$ cat config.mk
export PLATFORM = sky130hd
export DESIGN_NAME = tx_arbiter
export DESIGN_NICKNAME = d
export VERILOG_FILES = /design/src/rtl/tx_arbiter.sv
export SDC_FILE = /design/constraint.sdc
export NUM_CORES = 1
export LEC_CHECK = 0
export CAP_MARGIN = 20
export CORE_AREA = 8 8 138 140
export CTS_BUF_LIST = sky130_fd_sc_hd__clkbuf_4 sky130_fd_sc_hd__clkbuf_8
export DETAILED_ROUTE_END_ITERATION = 8
export DIE_AREA = 0 0 146 148
export PLACE_DENSITY = 0.73
export SLEW_MARGIN = 20
export SYNTH_ARGS = -nofsm -noshare
export SYNTH_HDL_FRONTEND = slang
export SYNTH_SLANG_ARGS = --single-unit
$ cat constraint.sdc
create_clock -name clk -period 2.09 [get_ports clk]
set_input_delay 0.209 -clock clk [delete_from_list [all_inputs] [get_ports clk]]
set_output_delay 0.209 -clock clk [all_outputs]
set_load 0.01 [all_outputs]
$ cat src/rtl/tx_arbiter.sv
// Frame-granular arbiter sharing one 64-bit MAC TX stream between N_PORTS encoders.
// Round-robin with optional port-0 priority; a beat watchdog truncates runaway frames.
module tx_arbiter #(
    parameter int N_PORTS   = 4,
    parameter int MAX_BEATS = 32,
    parameter int PRIO0     = 1
) (
    input  logic                   clk,
    input  logic                   rst_n,
    input  logic [N_PORTS*64-1:0]  enc_tdata,
    input  logic [N_PORTS-1:0]     enc_tvalid,
    input  logic [N_PORTS-1:0]     enc_tlast,
    output logic [N_PORTS-1:0]     enc_tready,
    output logic [63:0]            mac_tdata,
    output logic                   mac_tvalid,
    output logic                   mac_tlast,
    input  logic                   mac_tready,
    output logic [2:0]             grant_id,
    output logic                   busy,
    output logic                   err_oversize,
    output logic [31:0]            pkt_cnt
);

    typedef enum logic [1:0] {
        IDLE  = 2'd0,
        BURST = 2'd1,
        DROP  = 2'd2
    } state_t;

    state_t      state_reg, state_next;
    logic [2:0]  grant_reg, grant_next;
    logic [2:0]  rr_ptr_reg, rr_ptr_next;
    logic [7:0]  beat_cnt_reg, beat_cnt_next;
    logic [31:0] pkt_cnt_reg, pkt_cnt_next;
    logic        err_oversize_reg, err_oversize_next;

    logic [N_PORTS-1:0] gnt_hot;
    logic [N_PORTS-1:0] hi_req;
    logic [63:0]        port_data [N_PORTS];
    logic [63:0]        sel_data;
    logic               sel_valid;
    logic               sel_last;
    logic               frame_end;
    logic               mac_hs;
    logic [2:0]         hi_pick;
    logic [2:0]         lo_pick;
    logic [2:0]         winner;

    // hi_req marks valid ports at or above rr_ptr, so the round-robin scan is
    // "lowest hi_req, else lowest valid overall" without any modulo arithmetic.
    generate
        for (genvar gi = 0; gi < N_PORTS; gi++) begin : g_port
            assign port_data[gi] = enc_tdata[gi*64 +: 64];
            assign gnt_hot[gi]   = (grant_reg == 3'(gi));
            assign hi_req[gi]    = enc_tvalid[gi] && (3'(gi) >= rr_ptr_reg);
        end
    endgenerate

    always_comb begin
        sel_data  = '0;
        sel_valid = 1'b0;
        sel_last  = 1'b0;
        for (int i = 0; i < N_PORTS; i++) begin
            if (gnt_hot[i]) begin
                sel_data  = port_data[i];
                sel_valid = enc_tvalid[i];
                sel_last  = enc_tlast[i];
            end
        end
    end

    always_comb begin
        hi_pick = '0;
        lo_pick = '0;
        for (int i = N_PORTS - 1; i >= 0; i--) begin
            if (enc_tvalid[i]) lo_pick = 3'(i);
            if (hi_req[i])     hi_pick = 3'(i);
        end
        if ((PRIO0 != 0) && enc_tvalid[0]) winner = '0;
        else if (|hi_req)                  winner = hi_pick;
        else                               winner = lo_pick;
    end

    assign frame_end = sel_last || (beat_cnt_reg == 8'(MAX_BEATS - 1));
    assign mac_hs    = (state_reg == BURST) && sel_valid && mac_tready;

    always_ff @(posedge clk) begin
        if (!rst_n) begin
            state_reg        <= IDLE;
            grant_reg        <= '0;
            rr_ptr_reg       <= '0;
            beat_cnt_reg     <= '0;
            pkt_cnt_reg      <= '0;
            err_oversize_reg <= 1'b0;
        end else begin
            state_reg        <= state_next;
            grant_reg        <= grant_next;
            rr_ptr_reg       <= rr_ptr_next;
            beat_cnt_reg     <= beat_cnt_next;
            pkt_cnt_reg      <= pkt_cnt_next;
            err_oversize_reg <= err_oversize_next;
        end
    end

    always_comb begin
        state_next        = state_reg;
        grant_next        = grant_reg;
        rr_ptr_next       = rr_ptr_reg;
        beat_cnt_next     = beat_cnt_reg;
        pkt_cnt_next      = pkt_cnt_reg;
        err_oversize_next = 1'b0;
        case (state_reg)
            IDLE: begin
                if (|enc_tvalid) begin
                    grant_next    = winner;
                    beat_cnt_next = '0;
                    state_next    = BURST;
                end
            end
            BURST: begin
                if (mac_hs) begin
                    beat_cnt_next = beat_cnt_reg + 8'd1;
                    if (frame_end) begin
                        pkt_cnt_next = pkt_cnt_reg + 32'd1;
                        rr_ptr_next  = (grant_reg == 3'(N_PORTS - 1)) ? 3'd0 : grant_reg + 3'd1;
                        if (sel_last) begin
                            state_next = IDLE;
                        end else begin
                            err_oversize_next = 1'b1;
                            state_next        = DROP;
                        end
                    end
                end
            end
            DROP: begin
                if (sel_valid && sel_last) state_next = IDLE;
            end
            default: state_next = IDLE;
        endcase
    end

    always_comb begin
        mac_tvalid = 1'b0;
        mac_tlast  = 1'b0;
        enc_tready = '0;
        case (state_reg)
            BURST: begin
                mac_tvalid = sel_valid;
                mac_tlast  = frame_end;
                enc_tready = gnt_hot & {N_PORTS{mac_tready}};
            end
            DROP: begin
                enc_tready = gnt_hot;
            end
            default: ;
        endcase
    end

    assign mac_tdata    = sel_data;
    assign grant_id     = grant_reg;
    assign busy         = (state_reg != IDLE);
    assign err_oversize = err_oversize_reg;
    assign pkt_cnt      = pkt_cnt_reg;

endmodule

# [After elaboration in Yosys (flattened, before gate mapping)]
# Cells that the tools add are included.
[word_totals] input_bits=267 out_inout_bits=107 register_bits=49 wordCells=78
[op_classes] n_addsub=3 mux=35 magnitude_cmp=4 n_bitwise=1 n_reduce_logical=19 eq_ne=10
[ops] op="two-way mux 64 bit" n=4
[ops] op="adder 32 x 1 -> 32 bit, second input constant" n=1
[ops] op="two-way mux 3 bit" n=8
[ops] op="two-way mux 8 bit" n=2
[ops] op="case mux 8 bit (2 select lines)" n=1
[ops] op="two-way mux 2 bit" n=7
[ops] op="two-way mux 1 bit" n=11
[ops] op="adder 8 x 1 -> 8 bit, second input constant" n=1
[ops] op="equality test 8 x 5 -> 1 bit, second input constant" n=1
[ops] op="inequality test 2 bit, second input constant" n=4
[ops] op="case mux 4 bit (2 select lines)" n=1
[ops] op="AND reduction 4 bit" n=2
[ops] op="OR reduction 4 bit" n=2
[ops] op="logical AND 1 bit" n=7
[ops] op="equality test 3 x 2 -> 1 bit, second input constant" n=2
[ops] op=">= comparator 1 x 3 -> 1 bit, first input constant" n=2
[ops] op=">= comparator 2 x 3 -> 1 bit, first input constant" n=2
[ops] op="case mux 2 bit (3 select lines)" n=1
[ops] op="AND reduction 3 bit" n=2
[ops] op="AND 4 bit" n=1
[ops] op="nonzero test 2 bit" n=2
[ops] op="adder 3 x 1 -> 3 bit, second input constant" n=1
[ops] op="equality test 3 x 1 -> 1 bit, second input constant" n=1
[ops] op="zero test 3 bit" n=1
[ops] op="5 further kinds" n=5

# [Longest topological paths before layout]
[logic_depth] depth_word=9 depth_mapped=9 mapped_depth_nobuf=7

# [Least setup slack after synthesis]
# Ideal clock, no wire load.
[synth_path] kind="register to register" from="register grant_reg[0], in the netlist grant_id[0]" to="register state_reg[0]" path_buffers=2 required_ns=2.018 setup_ns=0.072 t_arrival_ns=2.231 stages_incl_launch_ff=10 setup_slack_ns=-0.212 synth_period_minus_slack_ns=2.302 path_cell_list="dfxtp_1 > inv_1 > ha_1 > clkbuf_1 > nor3b_1 > a211oi_1 > o211ai_1 > buf_2 > a221oi_1 > mux2i_1"
[synth_between] elab_chain_len=9 elab_cells_between_ends=20 classes_between="6 x eq/ne; 8 x mux; 6 x reduce/logical"
[synth_rtl] element="from (decl)" line="31" source="logic [2:0] grant_reg, grant_next;"
[synth_rtl] element="from (signal assigned)" line="97" source="grant_reg <= grant_next;"
[synth_rtl] element="zero test 3 bit" line="54" source="assign gnt_hot[gi] = (grant_reg == 3'(gi));"
[synth_rtl] element="two-way mux 1 bit (4 in series)" line="64" source="if (gnt_hot[i]) begin"
[synth_rtl] element="logical AND 1 bit (2 in series)" line="85" source="assign mac_hs = (state_reg == BURST) && sel_valid && mac_tready;"
[synth_rtl] element="inequality test 2 bit (no source line)"
[synth_rtl] element="AND reduction 4 bit (no source line) *"
[synth_rtl] element="to (signal assigned)" line="96" source="state_reg <= state_next;"
[synth_rtl] element="to (decl)" line="30" source="state_t state_reg, state_next;"
# Every way passes the cells marked *; elsewhere a longest branch is shown, timed or not.
# A chain may end at the register's enable or synchronous reset.

# [Final worst setup path]
[layout_path] from="register grant_reg[1], in the netlist grant_id[1]" to="register state_reg[0]"
# Same word-level chain as after synthesis.

==> impl_metrics.py <==
metrics = {
    "logic_synthesis": {
        "synth-warning-count": 0,
        "netlist_top_cells_area": "dfxtp_1, a21oi_1, nand2_1",
        "synth_edf_count": 0,
        "mappedNetlistArea_um2": 4790,
        "top_flip_flop_cell_by_instance_count_after_synthesis": "dfxtp_1",
        "muxShareOfSynthArea": 0.0564,
        "synth-seq-area-share": 0.196,
        "synth_common_cells": "nand2_1, a21oi_1, o21ai_0",
        "syn_inst": 747,
        "postSynthNetCount": 1023,
        "ys_seq_elements": 47,
        "synth-adder-area-share": 0.0235,
        "synth_top_area_share": 0.196,
        "largest_family_of_logic_cells_by_synthesized_area": "simple AND/OR/NAND/NOR gates",
        "synth_compound_area_frac": 0.284,
        "yosys.area_share.simple": 0.376,
        "post_synth.cell_area_avg_um2": 6.41,
        "synthMostInstantiatedCell": "nand2_1",
        "synthDistinctLibCells": 49,
        "synth_largest_area_cell": "dfxtp_1",
        "yosys.area_share.xor_xnor": 0.00549,
        "async_flop_share": 0,
    },
    "setup_path": {
        "crit_path_end_kind": "register",
        "worst-endpoint-required_ns": 2.34,
        "worstPathMaxFanout": 6,
        "arrival_time_of_the_worst_setup_path_ns": 2.60,
        "path_class": "register to register",
        "timing.rr.start": "grant_id[1]",
        "critical_path_start_type": "register",
        "critical_path.startpoint": "grant_id[1]",
    },
    "drt": {
        "drt-pass1-iter-count": 5,
        "route.detailed.drc": 0,
        "drt_first_iter_violations": 384,
        "drt.antenna.violating_nets": 0,
        "number_of_vias_in_the_routed_layout": 7463,
        "detail_route.wirelength_um": 31500,
        "detail_route.vias_per_cell": 5.17,
        "drt-wirelength-per-cell_um": 21.8,
    },
    "clock_tree": {
        "ctsLongestPathBuffers": 2,
        "cts_tree": "done",
        "clk_root_buffer_cell": "clkbuf_8",
        "h-tree-depth": 2,
        "clock_pin_slew_of_the_registers_on_the_worst_case_setup_and_hold_paths_ns": 0.10,
        "number_of_buffers_created_by_cts": 5,
        "worstSkewPairLatency_ns": 0.31,
        "hold_buffers": 0,
        "tritoncts_num_sinks": 47,
    },
    "die": {
        "core_area_um2": 16900,
        "placement_rows": 48,
        "total_die_area_um2": 21600,
        "die-width_um": 146,
        "floorplan.initialDensity": 0.283,
        "io-pin-count": 374,
        "die_h_um": 148,
    },
    "cells_and_area": {
        "area.growth.synth_to_final_pct": 124,
        "largest_register_ffs": 32,
        "stdcell_count": 1443,
        "final_net_count": 1490,
        "post_route_cells_drive_above_1_share": 0.300,
    },
    "global_routing": {
        "grt_pass1_vias": 7100,
        "maximum_number_of_pins_on_one_net_before_global_route_repair": 47,
        "antenna_violations_before_repair": 7,
        "grt_usage": 0.257,
        "wire_length_of_the_first_global_routing_pass_um": 43700,
        "grt_remaining_overflow": 0,
    },
    "sta": {
        "worst_slack_ns": -0.262,
        "fmax_mhz": 425,
        "min_cycle_time_layout_ns": 2.35,
        "post_route_worst_hold_slack_ns": 0.335,
        "finalSetupViolations": 102,
        "worst_skew_ns": 0.0141,
        "rsz0062_at_grt": "yes",
        "timing_worst_slew_pin_value_ns": 0.688,
        "finalHoldViolCount": 0,
        "timing.max_slew.rel_slack": 0.537,
        "final.period_utilization": 1.13,
        "report.final.slew_viol_count": 0,
    },
    "place": {
        "portBuffers": 372,
        "place.detailed.instances": 1369,
        "post-dp-hpwl_um": 23600,
        "gpl.final_weighted_congestion": 0.936,
    },
    "power": {
        "power.ir.vdd_worst_mv": 0.373,
        "fin_total_pwr_w": 0.00543,
        "power_density_nw_per_um2": 505,
        "total_leakage_power_nw": 4.20,
    },
    "flow_run": {
        "drv.max_cap_violation_count": 0,
    },
    "status": {
        "failed_checks": "setup timing",
        "run_status": "finished with violations",
    },
    "hold_path": {
        "timing.hold.worst.start": "rst_n",
        "hp-class": "input port to register",
    },
}
[worst max-delay path, stage by stage (launching register included)]
cell	delay, ns
dfxtp_4	0.37
inv_4	0.04
ha_4	0.17
buf_6	0.13
buf_6	0.11
nand3b_1	0.20
a211oi_2	0.24
o211ai_1	0.18
buf_4	0.20
buf_6	0.13
a221oi_4	0.30
mux2i_1	0.21
[per-stage QoR]
step                setup WS, ns  TNS (ns)   util  area (um2)
global placement          -0.294    -11.25  0.555        9400
floorplan                -0.0522    -0.390      -        4870
CTS                       -0.262     -9.13  0.585        9910
detailed placement        -0.298    -12.81  0.555        9400
finish                    -0.262    -10.48  0.635       10800
global route              -0.350    -19.07  0.635       10800
[cells by family after synthesis]
| group | Yosys count |
|---|---|
| adder cells (fa/ha/maj) | 9 |
| buffers and inverters | 71 |
| flip-flops | 47 |
| other | 1 |
| AND/OR/NAND/NOR | 346 |
| AO/OA/AOI/OAI | 243 |
| XOR/XNOR | 3 |
| multiplexers | 27 |
[routing by layer]
metal,GRT usage,vias up,part of all wire
li1,-,3591,-
met1,0.285,3495,0.36
met2,0.451,320,0.51
met3,0.105,49,0.11
met4,0.0592,8,0.019
met5,0,-,0.0018
[final timing paths]
| path | end | slack, ns | cells after the start |
|---|---|---|---|
| max reg2reg | state_reg[0] | -0.26 | 11 |
| min reg2reg | rr_ptr_reg[0] | 0.48 | 2 |
| min | state_reg[1] | 0.34 | 3 |
| max | state_reg[0] | -0.26 | 11 |
[cell type report]
type | instances | area [um2]
inverters | 9 | 38.8
diodes | 3 | 7.51
clock inverters | 2 | 15.0
repair buffers | 522 | 5170
fillers | 1455 | 6190
multi-input cells | 629 | 4210
clock buffers | 6 | 76.3
flip-flops and latches | 47 | 948
well taps | 225 | 282
[timing repair]
item	in CTS	in global routing
pin swaps	69	104
setup endpoints to repair	110	111
gates resized for setup	450	150
cloned	7	8
buffers inserted	35	21
[where the power goes]
group | total [W] | leakage, nW | switching [W] | internal [W]
registers | 0.000943 | 0.381 | 0.0000218 | 0.000921
logic | 0.00389 | 3.77 | 0.00180 | 0.00209
clock network | 0.000595 | 0.0496 | 0.000340 | 0.000255
[cells in the final DEF (no fill, tap or decap), drive strengths merged, types with 10 or more instances in the layout]
master / synthesis / layout
clkbuf: 48 / 14
mux2i: 27 / 27
a21oi: 135 / 135
inv: 9 / 11
nand2b: 24 / 24
clkdlybuf4s50: 0 / 301
nand3b: 66 / 66
nand3: 18 / 18
o21ai: 73 / 73
nand2: 177 / 177
and2: 10 / 10
buf: 14 / 208
dfxtp: 47 / 47
Note: power is estimated with default switching activity, not from simulation.
==> variant 1: new RTL, same settings <==
The output `err_oversize` loses its register stage (`err_oversize_reg` becomes a continuous assignment).
--- a/src/rtl/tx_arbiter.sv
+++ b/src/rtl/tx_arbiter.sv
@@ -91,16 +91,16 @@
             rr_ptr_reg       <= '0;
             beat_cnt_reg     <= '0;
             pkt_cnt_reg      <= '0;
-            err_oversize_reg <= 1'b0;
         end else begin
             state_reg        <= state_next;
             grant_reg        <= grant_next;
             rr_ptr_reg       <= rr_ptr_next;
             beat_cnt_reg     <= beat_cnt_next;
             pkt_cnt_reg      <= pkt_cnt_next;
-            err_oversize_reg <= err_oversize_next;
         end
     end
+
+    assign err_oversize_reg = err_oversize_next;
 
     always_comb begin
         state_next        = state_reg;
Check against the original RTL: same outputs for any inputs over 4 cycles, from zero or initial values and one cycle with rst_n low; that may be too few to reach the edited logic, so the function may still have changed.
==> variant 1 against the unedited design <==
The flow still finishes with violations (negative setup slack); total power increased by 15%; via count decreased by 0.47%; setup slack got worse by 0.039 ns; sequential cell count decreased by 1; synthesized area decreased by 2.5%; global-route usage decreased by 1.6 points; design area decreased by 2.2%; routed wire length decreased by 4.9%.
==> variant 1: results (changes against the unedited design) <==
| Metric | Value |
|---|---|
| Post-layout worst setup margin | `-0.300 ns (was -0.262 ns)` |
| Final setup violation count | `106 (was 102)` |
| Fin nets | `1478 (was 1490)` |
| Largest clock skew in the final design | `0.00452 ns (was 0.0141 ns)` |
| Worst-path cell with the longest stage delay | `sky130_fd_sc_hd__a2111o_1 (was sky130_fd_sc_hd__dfxtp_4)` |
| Length of routed met2 wiring | `14900 µm (was 16000 µm)` |
| Area contributors post-synth | `sky130_fd_sc_hd__dfxtp_1 (20%), sky130_fd_sc_hd__a21oi_1 (18%), sky130_fd_sc_hd__nand2_1 (12%) (was sky130_fd_sc_hd__dfxtp_1 (20%), sky130_fd_sc_hd__a21oi_1 (14%), sky130_fd_sc_hd__nand2_1 (14%))` |
| Result of the run | `finished, violations left (unchanged)` |
| Wire length the detailed router placed on met1 | `11500 µm (about the same)` |
| Hold path cells | `2 (was 3)` |
| Count of vias placed by the detailed router | `7428 (was 7463)` |
| Arrival time at the worst endpoint | `2.63 ns (was 2.60 ns)` |
| Max incr delay on CP | `0.53 ns (was 0.37 ns)` |
| DP Area | `9430 µm² (was 9400 µm²)` |
| Number of global-route vias before repair | `7049 (was 7100)` |
| Instance count after placement with tap cells included | `1372 (was 1369)` |
| Smallest hold slack | `0.485 ns (was 0.335 ns)` |
| Antenna violations before repair | `4 (was 7)` |
| List of most frequent post-synthesis cells | `sky130_fd_sc_hd__a21oi_1 (165), sky130_fd_sc_hd__nand2_1 (149), sky130_fd_sc_hd__o21ai_0 (78) (was sky130_fd_sc_hd__nand2_1 (177), sky130_fd_sc_hd__a21oi_1 (135), sky130_fd_sc_hd__o21ai_0 (73))` |
| Synth Area in Compound Gates | `33.8% (was 28.4%)` |
| Failing checks | `negative setup slack (unchanged)` |
| Worst-case setup slack after placement | `-0.401 ns (was -0.298 ns)` |
| Wire length on met3 | `3030 µm (was 3400 µm)` |
| Post-detailed-route via-to-cell ratio | `5.19 (was 5.17)` |
| Met1 routing resource usage after global routing | `27.7% (was 28.5%)` |
| Synth Area in XOR/XNOR | `0.563% (was 0.549%)` |
-- variant 1: cell types whose count changed in the layout (fill, tap and decap cells not counted), sizes merged, moves of 12 or more --
| cell | before | now |
|---|---|---|
| nor2 | 6 | 18 |
| nand2b | 24 | 1 |
| a21oi | 135 | 165 |
| or4 | 7 | 20 |
| nand2 | 177 | 149 |
| mux2i | 27 | 7 |
| o31ai | 6 | 19 |
-- variant 1: power breakdown --
| group | internal [µW] | switching (µW) | total, µW |
|---|---|---|---|
| sequential | 914 | 32.7 | 947 |
| combinational | 2450 | 2150 | 4600 |
| clock | 384 | 309 | 693 |
| total | 3750 | 2490 | 6240 |
-- variant 1: timing repair --
item,4_1_cts,5_1_grt
pin swaps,43,93
gates cloned,8,9
buffers inserted,16,23
resized for setup,422,122
setup endpoints to repair,112,114
-- variant 1: area by class of cell --
type	instances	area, µm²
Sequential cell	46	932
Antenna cell	3	7.51
Clock buffer	7	83.8
Inverter	15	61.3
Clock inverter	1	30.0
Tap cell	225	282
Multi-Input combinational cell	617	3960
Timing Repair Buffer	517	5150
Fill cell	1461	6420
-- variant 1: worst max-delay path: cells and delay by family, from the launching register on --
family                   cells  cell delay [ns]
AND/OR/NAND/NOR              2             0.55
buffers and inverters        2             0.28
AO/OA/AOI/OAI                3             0.94
flip-flops                   1             0.38
adder cells (fa/ha/maj)      1             0.18
-- variant 1: worst max path at each step --
stage	start	end	slack, ns
detailed placement	enc_tvalid[0]	pkt_cnt[9]	-0.40
finish	grant_id[0]	pkt_cnt[9]	-0.30
global placement	enc_tvalid[0]	pkt_cnt[13]	-0.35
CTS	grant_id[1]	pkt_cnt[9]	-0.29
floorplan	grant_id[0]	pkt_cnt[13]	-0.17
global route	grant_id[1]	pkt_cnt[26]	-0.41
==> variant 2: new RTL, config.mk and constraints unchanged <==
Made on the original files. The parameter `MAX_BEATS` goes from 32 to 16.
--- a/src/rtl/tx_arbiter.sv
+++ b/src/rtl/tx_arbiter.sv
@@ -2,7 +2,7 @@
 // Round-robin with optional port-0 priority; a beat watchdog truncates runaway frames.
 module tx_arbiter #(
     parameter int N_PORTS   = 4,
-    parameter int MAX_BEATS = 32,
+    parameter int MAX_BEATS = 16,
     parameter int PRIO0     = 1
 ) (
     input  logic                   clk,
Check against the original RTL: no difference found for any inputs over 4 cycles, from zero or initial values and one cycle with rst_n low; that may be too few to reach the edited logic, so the function may still have changed.
==> variant 2 against the unedited design <==
The flow still finishes with violations (negative setup slack); setup slack got worse by 0.016 ns; global-route usage grew 2.9 points; critical path depth fell by 1; design area up 8.4%; total power is 41% higher; routed wire length is 15% higher; non-clock buffer count rose by 30; sequential cell count stayed put; combinational power rose by 56%; synthesized area is 2.7% lower; first-iteration DRC count is 51% higher.
==> variant 2: results (changes against the unedited design) <==
| Metric | Value |
|---|---|
| Result of the run | `finished, violations left (unchanged)` |
| Failing checks | `negative setup slack (unchanged)` |
| Antenna violations before repair | `5 (was 7)` |
| Normalized max-slew margin | `54.6% (was 53.7%)` |
| Sequential-to-total area share from yosys stat | `20.2% (was 19.6%)` |
| Fin nets | `1509 (was 1490)` |
| Worst-path cell with the longest stage delay | `sky130_fd_sc_hd__or4_4 (was sky130_fd_sc_hd__dfxtp_4)` |
| Peak supply drop | `0.367 mV (was 0.373 mV)` |
| Non-clock buffer count | `552 (was 522)` |
| Area contributors post-synth | `sky130_fd_sc_hd__dfxtp_1 (20%), sky130_fd_sc_hd__a21oi_1 (18%), sky130_fd_sc_hd__nand2_1 (12%) (was sky130_fd_sc_hd__dfxtp_1 (20%), sky130_fd_sc_hd__a21oi_1 (14%), sky130_fd_sc_hd__nand2_1 (14%))` |
| Hold Path Class | `flip-flop to flip-flop (was input pin to flip-flop)` |
| Wire length of the first global-routing pass | `47300 µm (was 43700 µm)` |
| Post-detailed-placement half-perimeter wirelength | `24600 µm (was 23600 µm)` |
| Largest clock skew in the final design | `0.00888 ns (was 0.0141 ns)` |
| Sequential cell count | `47 (unchanged)` |
| Multi-input gates | `611 (was 629)` |
| Gate Count Post-Synth | `741 (was 747)` |
| Net Count, Synth | `1017 (was 1023)` |
| Worst-case setup slack after placement | `-0.567 ns (was -0.298 ns)` |
| Global-route track usage on met3 | `10.2% (was 10.5%)` |
| Post-CTS sizing | `524 (was 450)` |
| Logic inverters | `16 (was 9)` |
| Largest fanout on the critical path | `7 (was 6)` |
| Starting DRC count in detailed routing | `581 (was 384)` |
| Data buffer area share | `49.9% (was 48.1%)` |
| Final setup violation count | `101 (was 102)` |
| Final setup TNS | `-13.60 ns (was -10.48 ns)` |
| Post-CTS Repair Setup Buffers | `50 (was 35)` |
| Post-synthesis cell type count | `46 (was 49)` |
| Total inserted antenna cells | `5 (was 3)` |
| Post-layout worst setup margin | `-0.278 ns (was -0.262 ns)` |
| Met1 routing resource usage after global routing | `34.3% (was 28.5%)` |
| Gpl congestion | `0.963 (was 0.936)` |
| Multi-input gate share of the layout cell area | `37.9% (was 39.2%)` |
| Top Family by Delay on Critical Path | `buffers and inverters (was compound AO/OA/AOI/OAI gates)` |
| Wire length per cell after detailed routing | `24.7 µm (was 21.8 µm)` |
| Area fraction of clock buffers and clock inverters | `0.881% (was 0.850%)` |
| Filler instances | `1342 (was 1455)` |
| Grt met2 use | `47.0% (was 45.1%)` |
| Share of final-layout standard cells stronger than drive strength 1 | `35.6% (was 30.0%)` |
| Final-layout clock buffer total | `7 (was 6)` |
| Pin count of the biggest net entering global routing | `43 (was 47)` |
| DP Area | `9270 µm² (was 9400 µm²)` |
| Max incr delay on CP | `0.42 ns (was 0.37 ns)` |
| Arrival time at the worst endpoint | `2.62 ns (was 2.60 ns)` |
| Count of vias placed by the detailed router | `7987 (was 7463)` |
-- variant 2: cell count changes after synthesis, moves of 10 or more --
| cell | change |
|---|---|
| sky130_fd_sc_hd__o31ai_1 | +14 |
| sky130_fd_sc_hd__nand2b_1 | -23 |
| sky130_fd_sc_hd__or3_1 | +10 |
| sky130_fd_sc_hd__or4_1 | +18 |
| sky130_fd_sc_hd__mux2i_1 | -21 |
| sky130_fd_sc_hd__a21oi_1 | +29 |
| sky130_fd_sc_hd__nand2_1 | -25 |
-- variant 2: path summary, 6_finish.rpt --
check	to	from	depth (start not counted)	slack, ns
worst max register to register	pkt_cnt[25]	grant_id[1]	10	-0.28
worst max-delay path	pkt_cnt[25]	grant_id[1]	10	-0.28
worst min register to register	beat_cnt_reg[1]	beat_cnt_reg[1]	2	0.50
worst min-delay path	beat_cnt_reg[1]	beat_cnt_reg[1]	2	0.50
-- variant 2: cell families (layout without fill, tap and decap cells) --
group | Yosys count | count (layout) | share of synthesized area [%]
other | 1 | 6 | 0.0804
and+or+nand+nor | 311 | 311 | 35.5
xor gates and xnor gates | 2 | 2 | 0.376
adders and majority gates | 9 | 9 | 2.42
muxes | 6 | 6 | 1.29
buffers and inverters | 84 | 576 | 7.17
AOI/OAI and AO/OA | 281 | 282 | 33.0
DFF | 47 | 47 | 20.2
-- variant 2: routing by layer --
layer  routed length, µm  part of all wire, %  up-vias
met1               13400                   37     3783
met2               17500                   48      441
met4                1410                  3.9        0
met3                3910                   11       87
li1                    -                    -     3676
met5                   0                    0        -
-- variant 2: report_power, final --
part / leakage [µW] / total, µW / switching, µW / internal [µW]
combinational: 0.00384 / 6050 / 2900 / 3150
sequential: 0.000381 / 973 / 38.1 / 935
clock: 0.0000548 / 638 / 336 / 303
total: 0.00427 / 7660 / 3270 / 4390
